<file path="src/rtl/instruction_fetch_unit.sv">
// Fetch stage between the program counter and decode: issues one ROM read per
// instruction, waits out the ROM latency and offers the word over valid/ready.
module instruction_fetch_unit #(
    parameter int ADDR_W      = 8,
    parameter int INSTR_W     = 32,
    parameter int ROM_LATENCY = 1
) (
    input  logic               clk,
    input  logic               reset,
    input  logic [ADDR_W-1:0]  pc,
    output logic               enable_increment,
    output logic [ADDR_W-1:0]  rom_addr,
    input  logic [INSTR_W-1:0] rom_data,
    input  logic               halt,
    output logic [INSTR_W-1:0] instr,
    output logic [ADDR_W-1:0]  instr_addr,
    output logic               instr_valid,
    input  logic               instr_ready
);

    localparam int CNT_W = $clog2(ROM_LATENCY + 1);

    typedef enum logic [1:0] {
        IDLE = 2'd0,
        WAIT = 2'd1,
        HOLD = 2'd2
    } state_e;

    state_e             state_q;
    logic [CNT_W-1:0]   cnt_q;
    logic [ADDR_W-1:0]  rom_addr_q;
    logic [ADDR_W-1:0]  req_addr_q;
    logic               inc_q;
    logic [INSTR_W-1:0] instr_q;
    logic [ADDR_W-1:0]  instr_addr_q;
    logic               valid_q;
    logic               issue;

    // A new fetch starts from IDLE, or from HOLD in the same edge the current
    // word is handed over, so decode never sees a bubble longer than the ROM wait.
    assign issue = !halt && ((state_q == IDLE) || (state_q == HOLD && instr_ready));

    // NOTE: every register below is updated with <= so all of them see the
    // pre-edge state; a blocking update here would leak into later decisions.
    always_ff @(posedge clk) begin
        if (reset) begin
            state_q      <= IDLE;
            cnt_q        <= '0;
            rom_addr_q   <= '0;
            req_addr_q   <= '0;
            inc_q        <= 1'b0;
            instr_q      <= '0;
            instr_addr_q <= '0;
            valid_q      <= 1'b0;
        end else begin
            inc_q <= issue;
            if (issue) begin
                rom_addr_q <= pc;
                req_addr_q <= pc;
                cnt_q      <= CNT_W'(ROM_LATENCY);
                state_q    <= WAIT;
            end
            case (state_q)
                IDLE: ;
                WAIT: begin
                    if (cnt_q != '0) begin
                        cnt_q <= cnt_q - 1'b1;
                    end else begin
                        instr_q      <= rom_data;
                        instr_addr_q <= req_addr_q;
                        valid_q      <= 1'b1;
                        state_q      <= HOLD;
                    end
                end
                HOLD: begin
                    // A handshake with halt set drains to IDLE; otherwise issue took over.
                    if (instr_ready) begin
                        valid_q <= 1'b0;
                        if (halt) state_q <= IDLE;
                    end
                end
                default: state_q <= IDLE;
            endcase
        end
    end

    assign enable_increment = inc_q;
    assign rom_addr         = rom_addr_q;
    assign instr            = instr_q;
    assign instr_addr       = instr_addr_q;
    assign instr_valid      = valid_q;

endmodule

</file>
<file path="config.mk">
export PLATFORM = sky130hd
export DESIGN_NAME = instruction_fetch_unit
export DESIGN_NICKNAME = d
export VERILOG_FILES = /design/src/rtl/instruction_fetch_unit.sv
export SDC_FILE = /design/constraint.sdc
export NUM_CORES = 1
export LEC_CHECK = 0
export ABC_AREA = 1
export CORE_MARGIN = 4
export CORE_UTILIZATION = 45
export DETAILED_ROUTE_END_ITERATION = 12
export PLACE_DENSITY = 0.85
export SLEW_MARGIN = 10
export SYNTH_ARGS = -nofsm -noshare
export SYNTH_HDL_FRONTEND = slang
export SYNTH_SLANG_ARGS = --single-unit
</file>
<file path="constraint.sdc">
create_clock -name clk -period 3.2 [get_ports clk]
set_input_delay 0.64 -clock clk [delete_from_list [all_inputs] [get_ports clk]]
set_output_delay 0.64 -clock clk [all_outputs]
set_load 0.05 [all_outputs]
</file>
==> metrics.cfg <==
[die]
core_um2 = 4470
design.die.area_um2 = 5930
io_pins = 94
row_count = 24
die-height_um = 77.0
die_x_um = 77.0
start_util_pct = 47.9

[clock_tree]
cts_setup_buffers = 0
numCtsBuffers = 5
cts-resized-gates = 0
cts_tree = built
cts_hold_buffers = 0
clock-sinks = 53
ctsHtreeMaxLevel = 2
clock_latency_ps = 290
clk_pin_slew_ps = 80
clock-root-buffer = clkbuf_8
cts_buffer_depth = 2

[grt]
grtUsageTotal_pct = 16.6
grt-ovfl-total = 0
first_global_vias = 1881
antenna_found_initial = 0
grt_pass1_wl_mm = 8.17
grt_start_max_net_pins = 55

[routing]
maxUsedRoutingLayer = met4
firstDrtPassIters = 4
via_count = 2037
wl_met1_mm = 2.21
wl_per_cell_um = 10.2
dr_wl_met3_um = 284
drt-initial-drc-count = 113
routed_wl_mm = 4.76
ant_nets = 0
via_per_inst = 4.36
drc = 0
wl_met2_mm = 2.24

[worst_setup_path]
cp_slowest_stage_delay_ps = 830
cp-end-kind = output port
cpMaxStageDelayCell = clkdlybuf4s50_1
crit_type = register to output port
path_cells = clkdlybuf4s50_1
cp-start-kind = register
r2r_setup_slack_ps = 1930
cp_num_buf_inv = 1
critPathTopFamily = buffers and inverters
crit_required_ps = 2560
path_max_fanout = 3
arrival_ps = 1500

[synthesis]
synth_compound_area_share_pct = 2.80
ys_ff_latch = 53
syn_inst = 327
synth_xor_area_share_pct = 0
synthSimpleGateAreaFrac_pct = 35.0
synth_top_area_share_pct = 49.5
syn_area_um2 = 2140
synth_top_family_by_area = simple AND/OR/NAND/NOR gates
yosys.area.top_type = dfxtp_1
syn_nets = 371
ys_warn_count = 0
synthAdderAreaFrac_pct = 0
synth_area_leaders = dfxtp_1 49%, nand2_1 16%, nor2_1 16%, inv_1 9.3%, a21oi_1 2.8%
synth_seq_area_share_pct = 49.5
syn_avg_cell_area_um2 = 6.56
synth_cell_type_count = 11
synth_mux_area_share_pct = 0

[power]
vdd_drop_max_mv = 0.274
p_per_area_nw_per_um2 = 496
leakagePower_nw = 1.57

[placement]
placed_cells = 461
place_hpwl_mm = 3.48
port_buffers = 93
place_congestion = 0.737

[sta]
slew_headroom_pct = 59.9
fin_crit_ps = 2140
finalCritPeriodShare_pct = 66.8
max_clock_freq_mhz = 468
finalHoldViolCount = 0
worst_pin_slew_ps = 601
tns_ps = 0
setup_viol = 0
skew_ps = 2.84
slew_violations = 0
rsz0062_at_grt = false

[worst_hold_path]
worstHoldPathType = register to register

[layout]
layout.nets = 460
post_route_cells_drive_above_1_share_pct = 2.89
nFillCells = 410
instances_no_fill = 467
syn2layout_area_growth_pct = 47.8
antennaDiodeCount = 0

[run_status]
status = finished, final reports clean

[run]
cap_viol_max_count = 0

state kept, by name (all words and copies together), names as in the netlist:
| register | flops |
|---|---|
| enable_increment | 1 |
| instr_valid | 1 |
| state_q | 2 |
| instr_addr | 8 |
| instr | 32 |
| req_addr_q | 8 |
| cnt_q | 1 |
per-stage QoR:
stage          power [mW]  setup WS, ps  cell area (um^2)  utilization, %  hold WS [ps]
3_3_place_gp         1.25          1300              3100            69.2           449
4_1_cts              1.60          1040              3170            70.9           467
2_1_floorplan        1.08          1900              2140               -           459
6_report             1.57          1060              3170            70.9           463
5_1_grt              1.66          1010              3170            70.9           493
3_5_place_dp         1.26          1240              3100            69.2           455
area by class of cell:
| cell class | count | area (um^2) | share of cell area [%] |
|---|---|---|---|
| clock buffers | 5 | 68.8 | 2.17 |
| clock inverters | 1 | 5.00 | 0.158 |
| inverters | 53 | 199 | 6.27 |
| multi-input cells | 206 | 811 | 25.6 |
| flip-flops and latches | 53 | 1060 | 33.5 |
| well taps | 52 | 65.1 | 2.05 |
| repair buffers | 97 | 961 | 30.3 |
placed cells by master, fill, tap and decap left out:
cell             synthesis  layout
a21oi_1                 12      12
buf_4                    1       4
clkbuf_8                 0       5
clkdlybuf4s50_1          0      93
clkinv_2                 0       1
dfxtp_1                 53      53
inv_1                   53      53
nand2_1                 92      92
nand3_1                 11      11
nand3_2                  1       1
nor2_1                  89      89
nor2_2                   1       1
power by group:
group | switching (mW) | internal [mW]
Combinational | 0.312 | 0.183
Clock | 0.187 | 0.144
Sequential | 0.0301 | 0.715
Total | 0.529 | 1.04
layer usage:
layer | track usage, % | vias up
li1 | - | 1118
met1 | 20.2 | 862
met2 | 29.1 | 55
met3 | 4.10 | 2
met4 | 4.45 | 0
met5 | 0 | -
Yosys cell counts:
library cell / number
nor2_2: 1
nand3_1: 11
nand3_2: 1
buf_4: 1
buf_2: 11
nand2_1: 92
clkbuf_1: 3
a21oi_1: 12
inv_1: 53
dfxtp_1: 53
nor2_1: 89
worst paths after layout:
| kind | depth (start not counted) | from | endpoint |
|---|---|---|---|
| worst max register to register | 6 | state_q[1] | instr_addr[4] |
| worst min-delay path | 2 | instr_valid | instr_valid |
| worst min register to register | 2 | instr_valid | instr_valid |
| worst max-delay path | 1 | req_addr_q[5] | rom_addr[5] |
kinds of logic (layout without fill, tap and decap cells):
| group | count (synthesis) | after routing |
|---|---|---|
| simple gates | 194 | 194 |
| compound gates | 12 | 12 |
| flops | 53 | 53 |
| buf+inv | 68 | 156 |
(Power assumes the default switching activity.)
